--- src/rtl/rv_pkg.sv ---
// Shared branch-unit definitions: comparator opcodes, branch funct3 codes and PC FSM states.
package rv_pkg;

    localparam logic [1:0] CMP_EQ   = 2'b11;
    localparam logic [1:0] CMP_SLT  = 2'b01;
    localparam logic [1:0] CMP_SLTU = 2'b10;

    localparam logic [2:0] F3_BEQ  = 3'b000;
    localparam logic [2:0] F3_BNE  = 3'b001;
    localparam logic [2:0] F3_BLT  = 3'b100;
    localparam logic [2:0] F3_BGE  = 3'b101;
    localparam logic [2:0] F3_BLTU = 3'b110;
    localparam logic [2:0] F3_BGEU = 3'b111;

    typedef enum logic {
        ST_RUN  = 1'b0,
        ST_HALT = 1'b1
    } pc_state_t;

    // Instruction fetch targets must be word aligned.
    function automatic logic is_aligned(input logic [31:0] addr);
        return (addr[1:0] == 2'b00);
    endfunction

endpackage

--- src/rtl/pc_branch_unit_if.sv ---
// Instruction-side and redirect signals of the PC/branch unit, bundled for one port.
interface pc_branch_unit_if;

    logic        stall;
    logic        branch;
    logic        jal;
    logic        jalr;
    logic [2:0]  funct3;
    logic [31:0] imm;
    logic [31:0] rs1;
    logic [31:0] cmp_o;
    logic [1:0]  cmp_op;
    logic [31:0] pc;
    logic [31:0] pc_plus4;
    logic        taken;
    logic        misalign;
    logic [31:0] br_count;
    logic [31:0] taken_count;

    modport master (
        output stall, branch, jal, jalr, funct3, imm, rs1, cmp_o,
        input  cmp_op, pc, pc_plus4, taken, misalign, br_count, taken_count
    );

    modport slave (
        input  stall, branch, jal, jalr, funct3, imm, rs1, cmp_o,
        output cmp_op, pc, pc_plus4, taken, misalign, br_count, taken_count
    );

endinterface

--- src/rtl/branch_cond_decode.sv ---
// Maps a branch funct3 onto the external comparator opcode plus a result-invert bit.
module branch_cond_decode
    import rv_pkg::*;
(
    input  logic       branch,
    input  logic [2:0] funct3,
    output logic [1:0] cmp_op,
    output logic       invert,
    output logic       valid
);

    // Unused funct3 codes are flagged invalid; the comparator is never handed 00.
    always_comb begin
        cmp_op = CMP_EQ;
        invert = 1'b0;
        valid  = 1'b1;
        case (funct3)
            F3_BEQ:  cmp_op = CMP_EQ;
            F3_BNE:  begin cmp_op = CMP_EQ;   invert = 1'b1; end
            F3_BLT:  cmp_op = CMP_SLT;
            F3_BGE:  begin cmp_op = CMP_SLT;  invert = 1'b1; end
            F3_BLTU: cmp_op = CMP_SLTU;
            F3_BGEU: begin cmp_op = CMP_SLTU; invert = 1'b1; end
            default: valid = 1'b0;
        endcase
        if (!branch) begin
            cmp_op = CMP_EQ;
        end
    end

endmodule

--- src/rtl/pc_branch_unit.sv ---
// PC register with branch/JAL/JALR redirect, misaligned-target trap and optional
// branch statistics (enabled by defining BRANCH_STATS_EN).
module pc_branch_unit
    import rv_pkg::*;
#(
    parameter logic [31:0] RESET_PC = 32'h0000_0000
) (
    input logic             clk,
    input logic             rst,
    pc_branch_unit_if.slave bus
);

    pc_state_t   state_q, state_d;
    logic [31:0] pc_q, pc_d;
    logic [31:0] target;
    logic [31:0] jalr_sum;
    logic        mis_q, mis_d;
    logic        invert;
    logic        f3_valid;
    logic        cond;
    logic        redirect;
    logic        running;
    logic        unused_cmp_hi;

    branch_cond_decode u_decode (
        .branch (bus.branch),
        .funct3 (bus.funct3),
        .cmp_op (bus.cmp_op),
        .invert (invert),
        .valid  (f3_valid)
    );

    assign cond          = f3_valid & (bus.cmp_o[0] ^ invert);
    assign unused_cmp_hi = ^bus.cmp_o[31:1];
    assign redirect      = bus.jalr | bus.jal | (bus.branch & cond);
    assign running       = (state_q == ST_RUN);
    assign jalr_sum      = bus.rs1 + bus.imm;

    always_comb begin
        if (bus.jalr) begin
            target = {jalr_sum[31:1], 1'b0};
        end else if (bus.jal | (bus.branch & cond)) begin
            target = pc_q + bus.imm;
        end else begin
            target = pc_q + 32'd4;
        end
    end

    // A misaligned redirect traps without moving the PC; HALT is left only through reset.
    always_comb begin
        state_d = state_q;
        pc_d    = pc_q;
        mis_d   = mis_q;
        case (state_q)
            ST_RUN: begin
                if (!bus.stall) begin
                    if (redirect && !is_aligned(target)) begin
                        mis_d   = 1'b1;
                        state_d = ST_HALT;
                    end else begin
                        pc_d = target;
                    end
                end
            end
            ST_HALT: begin
                state_d = ST_HALT;
            end
            default: state_d = ST_HALT;
        endcase
    end

    always_ff @(posedge clk or posedge rst) begin
        if (rst) begin
            state_q <= ST_RUN;
            pc_q    <= RESET_PC;
            mis_q   <= 1'b0;
        end else begin
            state_q <= state_d;
            pc_q    <= pc_d;
            mis_q   <= mis_d;
        end
    end

    assign bus.pc       = pc_q;
    assign bus.pc_plus4 = pc_q + 32'd4;
    assign bus.taken    = running & redirect;
    assign bus.misalign = mis_q;

`ifdef BRANCH_STATS_EN
    logic [31:0] br_q, tk_q;
    logic        count_en;

    assign count_en = running & ~bus.stall & bus.branch;

    // Saturating counters: a wrap would silently corrupt long profiling runs.
    always_ff @(posedge clk or posedge rst) begin
        if (rst) begin
            br_q <= '0;
            tk_q <= '0;
        end else if (count_en) begin
            if (br_q != 32'hFFFF_FFFF) begin
                br_q <= br_q + 32'd1;
            end
            if (cond && (tk_q != 32'hFFFF_FFFF)) begin
                tk_q <= tk_q + 32'd1;
            end
        end
    end

    assign bus.br_count    = br_q;
    assign bus.taken_count = tk_q;
`else
    assign bus.br_count    = '0;
    assign bus.taken_count = '0;
`endif

endmodule

--- src/flat_wrapper.sv ---
// flat-port wrapper written by rule: the top's interface ports become plain ports
module pc_branch_unit_flat import rv_pkg::*;
#(
    parameter logic [31:0] RESET_PC = 32'h0000_0000
)
  (clk, rst, bus_stall, bus_branch, bus_jal, bus_jalr, bus_funct3, bus_imm, bus_rs1, bus_cmp_o, bus_cmp_op, bus_pc, bus_pc_plus4, bus_taken, bus_misalign, bus_br_count, bus_taken_count);
  pc_branch_unit_if bus_i ();
  input logic clk;
  input logic rst;
  input wire logic [$bits(bus_i.stall)-1:0] bus_stall;
  input wire logic [$bits(bus_i.branch)-1:0] bus_branch;
  input wire logic [$bits(bus_i.jal)-1:0] bus_jal;
  input wire logic [$bits(bus_i.jalr)-1:0] bus_jalr;
  input wire logic [$bits(bus_i.funct3)-1:0] bus_funct3;
  input wire logic [$bits(bus_i.imm)-1:0] bus_imm;
  input wire logic [$bits(bus_i.rs1)-1:0] bus_rs1;
  input wire logic [$bits(bus_i.cmp_o)-1:0] bus_cmp_o;
  output wire logic [$bits(bus_i.cmp_op)-1:0] bus_cmp_op;
  output wire logic [$bits(bus_i.pc)-1:0] bus_pc;
  output wire logic [$bits(bus_i.pc_plus4)-1:0] bus_pc_plus4;
  output wire logic [$bits(bus_i.taken)-1:0] bus_taken;
  output wire logic [$bits(bus_i.misalign)-1:0] bus_misalign;
  output wire logic [$bits(bus_i.br_count)-1:0] bus_br_count;
  output wire logic [$bits(bus_i.taken_count)-1:0] bus_taken_count;
  assign bus_i.stall = bus_stall;
  assign bus_i.branch = bus_branch;
  assign bus_i.jal = bus_jal;
  assign bus_i.jalr = bus_jalr;
  assign bus_i.funct3 = bus_funct3;
  assign bus_i.imm = bus_imm;
  assign bus_i.rs1 = bus_rs1;
  assign bus_i.cmp_o = bus_cmp_o;
  assign bus_cmp_op = bus_i.cmp_op;
  assign bus_pc = bus_i.pc;
  assign bus_pc_plus4 = bus_i.pc_plus4;
  assign bus_taken = bus_i.taken;
  assign bus_misalign = bus_i.misalign;
  assign bus_br_count = bus_i.br_count;
  assign bus_taken_count = bus_i.taken_count;
  pc_branch_unit #(.RESET_PC(RESET_PC)) u_core (.clk(clk), .rst(rst), .bus(bus_i));
endmodule
--- config.mk ---
export PLATFORM = sky130hd
export DESIGN_NAME = pc_branch_unit_flat
export DESIGN_NICKNAME = d
export VERILOG_FILES = /design/src/rtl/rv_pkg.sv /design/src/rtl/pc_branch_unit_if.sv /design/src/rtl/branch_cond_decode.sv /design/src/rtl/pc_branch_unit.sv /design/src/flat_wrapper.sv
export SDC_FILE = /design/constraint.sdc
export NUM_CORES = 1
export LEC_CHECK = 0
export CAP_MARGIN = 20
export CORE_AREA = 5 5 132 134
export CTS_CLUSTER_DIAMETER = 100
export DETAILED_ROUTE_END_ITERATION = 6
export DIE_AREA = 0 0 137 139
export GPL_TIMING_DRIVEN = 1
export PLACE_DENSITY = 0.7
export SLEW_MARGIN = 20
export SYNTH_ARGS = -nofsm -noshare
export SYNTH_HDL_FRONTEND = slang
export SYNTH_SLANG_ARGS = --single-unit
--- constraint.sdc ---
create_clock -name clk -period 7.9 [get_ports clk]
set_clock_uncertainty 0.05 [all_clocks]
set_input_delay 1.58 -clock clk [delete_from_list [all_inputs] [get_ports clk]]
set_output_delay 1.58 -clock clk [all_outputs]
set_load 0.05 [all_outputs]
=== Word-level counts from Yosys, hierarchy flattened ===
Cells that the tools add are included.

* Register bits after elaboration: 34
* Output and inout port bits: 132
* Word-level logic and storage cells: 40

* Add/sub/neg operators: 3
* Equality and inequality tests: 5
* Mux-type cells: 9
* Bitwise operators: 10
* Reductions and logical operators: 10

{| class="wikitable"
|+ Operator list
! kind !! number
|-
| 32-bit adder || 2
|-
| 32-bit two-way mux || 2
|-
| 32-bit by 3-bit adder with 32-bit output (second input constant) || 1
|-
| 3-bit == test (second input constant) || 4
|-
| 3-bit AND reduction || 2
|-
| 6-bit OR reduction || 1
|-
| 1-bit two-way mux || 4
|-
| 2-bit case mux with 2 select lines || 1
|-
| 2-bit OR reduction || 2
|-
| 1-bit AND || 3
|-
| 3-bit by 1-bit == test with 1-bit output (second input constant) || 1
|-
| 3-bit zero test || 1
|-
| 1-bit NOT || 3
|-
| 1-bit OR || 3
|-
| 3-bit OR reduction || 1
|-
| 2-bit zero test || 1
|-
| 2-bit two-way mux || 1
|-
| 1-bit case mux with 2 select lines || 1
|-
| 1-bit logical AND || 1
|-
| 1-bit zero test || 1
|-
| 1-bit XOR || 1
|}

=== Longest topological paths before layout ===
Gate-level depths: netlist of run 1.

* Depth in word-level cells: 15
* Depth in mapped cells: 12
* Gate-level depth less buffers: 12

=== Modules after synthesis ===
From an unflattened synthesis of run 1, not the netlist that was laid out.

* Cells, all modules: 781
* Area, all modules: 5968.2 µm²

{| class="wikitable"
|+ By module, submodules not included
! module !! times used !! cells each !! area each (µm²) !! sequential area each (µm²)
|-
| pc_branch_unit || 1 || 777 || 5933.2 || 850.8
|-
| branch_cond_decode || 1 || 4 || 35.0 || 0.0
|}

=== Least setup slack after synthesis of run 1 ===
No wires, ideal clock.

* Kind: input to output
* From: input port bus_funct3[0]
* To: output port bus_taken
* Data arrival time: 2.872 ns
* Data required time: 6.270 ns
* Setup slack: 3.398 ns
* Cell stages on the path: 5
* Buffers on the path: 1
* Cells stage by stage: xor2_1 a31o_2 nor2_1 clkbuf_1 nor2_1

* Cells in the longest elaborated chain, start to end: 8

{| class="wikitable"
|+ Ends and longest elaborated chain
! item !! RTL line !! source
|-
| start, declared || flat_wrapper.sv:14 || <nowiki>input wire logic [$bits(bus_i.funct3)-1:0] bus_funct3;</nowiki>
|-
| 3-bit == test / 3-bit by 1-bit == test with 1-bit output (equally long branches) || branch_cond_decode.sv:17 || <nowiki>case (funct3)</nowiki>
|-
| 3-bit OR reduction (no source line) || - ||
|-
| 1-bit two-way mux || branch_cond_decode.sv:17 ||
|-
| 1-bit XOR || pc_branch_unit.sv:33 || <nowiki>assign cond = f3_valid & (bus.cmp_o[0] ^ invert);</nowiki>
|-
| 1-bit AND * || pc_branch_unit.sv:33 ||
|-
| 1-bit AND * || pc_branch_unit.sv:35 || <nowiki>assign redirect = bus.jalr | bus.jal | (bus.branch & cond);</nowiki>
|-
| 1-bit OR * || pc_branch_unit.sv:35 ||
|-
| 1-bit AND * || pc_branch_unit.sv:86 || <nowiki>assign bus.taken = running & redirect;</nowiki>
|-
| end, declared || flat_wrapper.sv:21 || <nowiki>output wire logic [$bits(bus_i.taken)-1:0] bus_taken;</nowiki>
|}

Mark *: on every way between the ends. The rest lies on a longest branch, timed or not.

=== Final worst setup path of run 1 ===
Same ends and word-level chain as after synthesis.

==> summary by stage, run 1 <==
Power and ir drop
The total power is between 2 and 3 mW. The proportion of power drawn by the clock network is 7.9%. The total power divided by cell area is 369 nW/um^2. The internal power is roughly 1.2 mW. In this run, flip-flops and latches consume ~15% of the power. The leakage component of the power is 3.38 nW. The worst-case IR drop observed on VDD is around 0.00023 V. The logic gate share of total power is just under 80%. The net switching fraction of the power is about three fifths. The analysis attributes to net switching a power of around 1.6 mW.

Drt
The detail route stage leaves a number of antenna-violating nets equal to 0. Wires add up to 20300 um. For this block, the initial DRC count from the detailed router was between 500 and 600. In the final routed layout, each cell accounts on average for between 15 and 20 um. The ratio of routed vias to standard cells is 5.48. The total number of vias is about 6400. In the routed design, unresolved DRC markers number 0.

The pre-antenna-repair detailed-routing pass consisted of 6 iterations.

Setup path
The kind of critical path is in2out. The element type at the critical path end is a primary output. The worst setup path is launched from an input port.

Data arrives at the worst endpoint at approximately 3.9 ns. The worst reg-to-reg path cell count is 10. The data required time at the worst endpoint is ~6.3 ns.

The maximum fanout encountered on the critical timing path is 21.

Yosys
The post-synthesis sequential area ratio is around 14%. The post-synthesis adder-cell area fraction is a little over an eighth. The number of warnings issued by yosys is 0. The synthesized instance count is between 800 and 900. The simple-gate area share of the yosys netlist is 20.1%. The main flop type after synthesis is sky130_fd_sc_hd__dfrtp_1. The mapped cell area is about 6100 um^2. The synthesized netlist devotes ~9.7% of its cell area to XOR and XNOR gates.

The multiplexer area fraction after synthesis is less than 1%. The synthesized netlist devotes a little over 30% of its cell area to compound gates. The flop and latch count out of synthesis is 34. Yosys mapped a number of flops with a built-in enable equal to 0. In this run the mean area of a mapped cell was roughly 7.5 um^2. The number of library cell types mapped by synthesis is 66. The share of async-settable or async-resettable flops after synthesis is 100%.

After synthesis, the largest family of logic cells by area is compound AO/OA/AOI/OAI gates.

Timing
In this run the tightest slew margin relative to its limit is 43.9%. Setup violations remaining at the end of the flow were counted as 0. For the pin with the worst max-slew slack, the measured transition is 0.834 ns. The maximum clock frequency is 0.182 GHz. The setup TNS is 0 ns.

In the finished design, the share of the clock period the worst path needs comes to roughly 70%. The clock period could shrink to around 5.5 ns. The max-slew violation count is 0. The number of hold-slack violations in the final timing report is 0. Setup repair after global routing left no endpoint under its margin.

Final layout
The number of antenna diodes is 0. Excluding fillers, the count of instances in the completed layout stands at around 1200. The area growth from synthesis to layout is 25.3%. The count of filler cells inserted in the layout is 1651. In the final layout, the share of cells above drive strength 1 is between 2 and 3%.

The total number of nets in the final design is between 1000 and 1500.

GRT
The initial antenna violation count was 0. Global routing used between 20% and 30% of the available tracks. The global-route wire length before repair is roughly 32000 um. Entering global routing, the biggest net connects 37 pins.

The total congestion overflow is 0. The via count of the first global-routing pass is about 6100.

Clock network
The deepest clock path buffer count is 2. Clock tree synthesis selected as its root buffer the cell sky130_fd_sc_hd__clkbuf_16. Clock-pin slew was measured on the worst setup and hold paths at about 0.05 ns. After clock tree synthesis, the setup repair step added 0 buffers.

The clock reaches the later pin of the worst-skew pair after around 0.28 ns. The post-cts gate resize count is 0. TritonCTS built the clock tree. The maximum level of the CTS H-tree is 2. The clock sink count is 34. In this run, post-CTS hold repair placed 0 buffers. The TritonCTS buffer count is 5.

Placed design
The cell total after placement is between 1000 and 1500. Port buffering added 141 buffers. After legalization and detailed placement, the total HPWL measured around 16000 um. The routability-driven placement congestion ratio is roughly 0.93.

Worst hold path
Counting instances, the worst hold path has a depth of 1. The path class of the tightest hold or removal check is reg2reg.

Floorplan
The die is 139 um tall. The die covers about 19000 um^2. The effective utilization at floorplan is 37.8%.

The total I/O pin count is around 240. The number of rows in the core area is 47. After floorplanning, the core was sized to cover between 15000 and 20000 um^2.

From left edge to right edge, the die measures 137 um.

Run
Across the run, the number of max-cap violations was 0.

Run status
The run finished with clean final reports.
-- power by group through the flow --
stage                     Sequential [mW]  Clock (mW)  Combinational (mW)
final                               0.411       0.224                2.19
after global routing                0.428       0.233                2.35
after CTS                           0.408       0.226                2.18
after detailed placement            0.410           0                2.17
after global placement              0.409           0                2.16
after floorplan                     0.645           0                1.34
-- cell type report --
type	instances	area [um^2]	share of cell area [%]
multi-input combinational	729	4810	62.9
clock buffer	8	166	2.17
timing repair buffer	147	1460	19.0
inverter	25	93.8	1.23
tap	220	275	3.59
sequential	34	851	11.1
-- critical path, stage by stage --
cell	delay [ns]
sky130_fd_sc_hd__clkdlybuf4s50_1	0.47
sky130_fd_sc_hd__xor2_1	0.22
sky130_fd_sc_hd__a31o_2	0.54
sky130_fd_sc_hd__nor2_1	0.12
sky130_fd_sc_hd__nor2_1	0.12
sky130_fd_sc_hd__clkdlybuf4s50_1	0.81
-- layer usage --
layer	share of wire [%]	global-route usage (%)	up-vias	wire length (um)
met5	0	0	-	0
met4	1.9	4.57	0	395
met1	44	28.9	2948	8970
met2	47	33.6	261	9490
li1	-	-	3135	-
met3	7.1	1.96	33	1450
-- placed cells by master, fill, tap and decap left out, types with 21 or more instances in the layout --
| cell type | instances |
|---|---|
| sky130_fd_sc_hd__inv_1 | 25 |
| sky130_fd_sc_hd__a21oi_1 | 74 |
| sky130_fd_sc_hd__ha_1 | 62 |
| sky130_fd_sc_hd__nor2_1 | 52 |
| sky130_fd_sc_hd__clkdlybuf4s50_1 | 141 |
| sky130_fd_sc_hd__a21o_1 | 36 |
| sky130_fd_sc_hd__xor2_1 | 21 |
| sky130_fd_sc_hd__a211oi_1 | 21 |
| sky130_fd_sc_hd__dfrtp_1 | 34 |
| sky130_fd_sc_hd__nand3_1 | 25 |
| sky130_fd_sc_hd__conb_1 | 64 |
| sky130_fd_sc_hd__nand2_1 | 84 |
| sky130_fd_sc_hd__xnor2_1 | 47 |
| sky130_fd_sc_hd__o21ai_0 | 43 |
-- kinds of logic (layout without fill, tap and decap cells) --
family / after synthesis / in the layout
other: 1 / 64
XOR/XNOR: 68 / 68
AND/OR/NAND/NOR: 253 / 253
adder cells (fa/ha/maj): 64 / 64
multiplexers: 6 / 6
AO/OA/AOI/OAI: 274 / 274
flip-flops: 34 / 34
buffers and inverters: 116 / 180
-- cell usage after synthesis, drive strengths merged, types with 10 or more instances --
library cell	number	area, um^2
xor2	21	184
inv	25	93.8
clkbuf	20	75.1
and3	15	93.8
a21oi	75	379
xnor2	47	412
nor2	52	195
or3	11	68.8
nor3	14	70.1
o21bai	13	97.6
ha	62	776
nand3	25	125
dfrtp	34	851
a21o	36	270
o21ai	43	215
nand4	17	106
a31oi	13	103
a211oi	21	158
o31ai	10	103
nand2	84	315
buf	71	517
-- flip-flops by register name, indices dropped and copies added (netlist names) --
signal	cells
u_core.bus.pc	32
u_core.bus.misalign	1
u_core.state_q	1
-- per-stage QoR --
step | setup WS [ns] | instance area [um^2] | hold slack (ns) | util [%]
after floorplan | 3.40 | 6350 | 0.423 | -
after global placement | 2.41 | 7490 | 0.395 | 46.3
after detailed placement | 2.40 | 7490 | 0.402 | 46.3
after CTS | 2.40 | 7660 | 0.413 | 47.4
after global routing | 2.29 | 7660 | 0.423 | 47.4
final | 2.40 | 7660 | 0.410 | 47.4
-- final timing paths --
path	endpoint	slack, ns	start
worst max-delay path	bus_taken	2.40	bus_funct3[0]
worst min-delay path	u_core.bus.misalign$_DFFE_PP0P_	0.41	u_core.bus.misalign$_DFFE_PP0P_
worst max register to register	u_core.bus.pc[31]$_DFFE_PP0P_	4.45	u_core.bus.pc[0]$_DFFE_PP0P_
worst min register to register	u_core.bus.misalign$_DFFE_PP0P_	0.41	u_core.bus.misalign$_DFFE_PP0P_
max in group asynchronous	u_core.bus.pc[23]$_DFFE_PP0P_	5.75	rst
min in group asynchronous	u_core.bus.pc[29]$_DFFE_PP0P_	1.69	rst
Power figures use the tool's default switching activity.
==> run 2, diff against run 1 <==
==> constraint.sdc (replaced) <==
create_clock -name clk -period 5.48 [get_ports clk]
set_clock_uncertainty 0.05 [all_clocks]
set_input_delay 1.096 -clock clk [delete_from_list [all_inputs] [get_ports clk]]
set_output_delay 1.096 -clock clk [all_outputs]
set_load 0.05 [all_outputs]
==> run 2 against run 1 <==
  * Clock-buffer cell count is 2 lower
  * Cell area is 0.13% higher
  * First-iteration DRC count is 18% lower
  * Register-to-register slack worse by 2.2 ns
  * Critical path depth is 1 higher
  * Die area stayed put
  * Global-route usage hardly changed
  * Wire length is 0.48% higher
  * Via count is 0.97% higher
  * Final cell count is 0.26% higher
  * Worst setup slack worse by 1.7 ns
  * Non-clock buffer count is 5 higher
  * Critical path type is now reg2out
  * Largest power group unchanged
  * Highest routed layer unchanged
==> summary by stage, run 2 (same netlist as run 1, synthesis figures left out) <==
Run status
The run finished with clean final reports.

Floorplan
The area of the die is around 19000 um^2. The number of rows in the core area is 47. The die boundary height is between 100 and 150 um. The die is between 100 and 150 um wide.

In this run the count of I/O pins placed on the die edge is 237. For this configuration, the core starts out at a cell density of between 30 and 40%. After floorplanning, the core was sized to cover roughly 16000 um^2.

Final layout
Cells with a size suffix above 1 make up roughly 3.2% of the layout. The number of antenna diodes is 0. From synthesis to final layout, the design area changed by 25.5%. Counting the fill cells in the layout gives roughly 1600. In the final layout, the multi-input gates occupy roughly 4800 um^2. The leading cell type in the layout, fill and taps excluded is sky130_fd_sc_hd__clkdlybuf4s50_1. The area occupied by registers is between 800 and 900 um^2. The total number of nets in the final design is about 1100.

The register with the most flip-flops in the layout has 32 of them. The library cells used most frequently in the layout, excluding fill and tap cells, are 141 x sky130_fd_sc_hd__clkdlybuf4s50_1, 84 x sky130_fd_sc_hd__nand2_1, 74 x sky130_fd_sc_hd__a21oi_1, 64 x sky130_fd_sc_hd__conb_1, 62 x sky130_fd_sc_hd__ha_1. The number of standard cells in the final layout excluding fillers is between 1000 and 1500.

Placed design
The number of buffer cells added on primary ports is about 140. The routability-driven placement congestion ratio is 0.922. In this run, placement finished with an instance count of approximately 1200.

The detailed placer's ending HPWL is between 15000 and 20000 um.

Clock network
In this run the post-CTS setup repair buffer count came out at 0. After clock tree synthesis, the clock-pin slew on the worst setup and hold paths is approximately 0.06 ns. The H-tree was split into 2 levels.

The TritonCTS buffer count is 5. The tree is rooted in a sky130_fd_sc_hd__clkbuf_16. The post-cts gate resize count is 0. The deepest clock path buffer count is 2. The TritonCTS clock tree is built.

The clock latency at the later pin of the worst-skew pair is between 0.2 and 0.3 ns. The clock sink count is 34. The post-cts hold buffer count is 0.

Setup path
The worst setup path is launched from a register. The most critical setup path has its endpoint at bus_pc_plus4[30]. The cell type of the slowest stage on the worst timing path is sky130_fd_sc_hd__clkdlybuf4s50_1. STA puts the critical path data arrival time at around 3.6 ns. The data required time at the worst endpoint is ~4.3 ns.

The reg-to-reg critical path startpoint is u_core.bus.pc[7]$_DFFE_PP0P_. For the worst flop-to-flop path, the logic depth is 9. Traced cell by cell, the critical path runs through ha_1 -> and4_1 -> nand3_1 -> nor3_1 -> nand4_1 -> xnor2_1 -> clkdlybuf4s50_1.

STA classifies the critical path endpoint as a primary output. The terminus of the critical flop-to-flop path is u_core.bus.pc[31]$_DFFE_PP0P_. The largest stage delay on the critical path is ~0.86 ns. The worst setup path startpoint is u_core.bus.pc[2]$_DFFE_PP0P_.

The kind of critical path is reg2out. Across all register-to-register paths, the minimum setup slack is around 2.2 ns. The maximum fanout encountered on the critical timing path is 6.

Worst hold path
Along the worst hold path, the cell count comes to 1. The worst hold path class is reg2reg.

Timing
The worst path uses between 80 and 90% of the clock period. The smallest clock period supported by the final layout is computed as between 4 and 5 ns. The max-slew violation count is 0. The transition time at the pin with the least slew margin is just under 0.9 ns. For this run, the top clock speed supported by timing is approximately 0.21 GHz. The number of setup violations in the final report is 0. Setup repair after global routing left no endpoint under its margin.

The number of hold-slack violations in the final timing report was 0. In this run the tightest slew margin relative to its limit is between 40% and 50%. The setup TNS is 0 ns.

Drt
The number of design-rule violations left by the first detailed-router iteration is around 450. The number of detailed-routing iterations run before antenna repair is 5. The routed wire length is 20400 um.

Detailed routing inserted a total of approximately 6400 vias. Once detail routing completed, the nets flagged for antenna violations numbered 0. The ratio of routed vias to standard cells is roughly 5.5.

Dividing the detail-routed wire length by the instance count gives approximately 17 um. In the routed design, unresolved DRC markers number 0.

GRT
The initial antenna violation count is 0. Global routing used between 20% and 30% of the available tracks. The maximum number of pins on one net before global-route repair is 36.

The via count of the first global-routing pass is between 5000 and 6000. The global-route wire length before repair is 31400 um. After global routing the overflow that remains totals 0.

Run
The number of max-capacitance violations reported is 0.

Power and ir drop
The maximum resistive drop on vdd is around 0.00027 V. For this design the static power due to leakage is 3.39 nW. Dividing total power by cell area gives a power density of approximately 530 nW/um^2.
run 2: cell count changes in the layout (fill, tap and decap cells not counted), sizes merged:
cell    before  now
buf          6   11
clkbuf       8    6
run 2: final cells by class:
class / count / share of cell area (%)
multi-input cells: 729 / 62.8
repair buffers: 152 / 19.5
flip-flops and latches: 34 / 11.1
well taps: 220 / 3.59
clock buffers: 6 / 1.81
inverters: 25 / 1.22
run 2: per-layer routing:
| layer | up-vias | GRT usage (%) | wire [um] | share of wire (%) |
|---|---|---|---|---|
| li1 | 3145 | - | - | - |
| met1 | 3000 | 28.5 | 9210 | 45 |
| met2 | 256 | 32.6 | 9330 | 46 |
| met3 | 38 | 2.87 | 1340 | 6.6 |
| met4 | 0 | 5.99 | 519 | 2.5 |
| met5 | - | 0 | 0 | 0 |
run 2: how the worst min path moves through the flow:
stage,from,to,slack (ns)
floorplan,u_core.state_q$_DFF_PP0_,u_core.state_q$_DFF_PP0_,0.42
global placement,u_core.bus.misalign$_DFFE_PP0P_,u_core.bus.misalign$_DFFE_PP0P_,0.39
CTS,u_core.bus.misalign$_DFFE_PP0P_,u_core.bus.misalign$_DFFE_PP0P_,0.41
finish,u_core.bus.misalign$_DFFE_PP0P_,u_core.bus.misalign$_DFFE_PP0P_,0.41
detailed placement,u_core.bus.misalign$_DFFE_PP0P_,u_core.bus.misalign$_DFFE_PP0P_,0.40
global route,u_core.bus.misalign$_DFFE_PP0P_,u_core.bus.misalign$_DFFE_PP0P_,0.43
run 2: power breakdown:
part           switching, mW  internal, mW
Clock                  0.120         0.176
Combinational           2.02          1.14
Sequential             0.226         0.364
Total                   2.36          1.68
run 2: stage by stage:
step | hold WS, ns | util [%] | setup WS [ns] | power, mW | area, um^2
2_1_floorplan | 0.423 | - | 1.54 | 2.86 | 6350
3_3_place_gp | 0.390 | 46.6 | 1.03 | 3.70 | 7530
3_5_place_dp | 0.401 | 46.6 | 1.01 | 3.72 | 7530
4_1_cts | 0.415 | 47.4 | 0.713 | 4.04 | 7670
5_1_grt | 0.435 | 47.4 | 0.474 | 4.29 | 7670
6_report | 0.409 | 47.4 | 0.697 | 4.04 | 7670
run 2: worst max-delay path: cells and delay by family, from the launching register on:
family	cells	cell delay, ns
xor gates and xnor gates	1	0.31
and+or+nand+nor	4	1.48
adders and majority gates	1	0.25
DFF	1	0.45
buffers and inverters	1	0.86
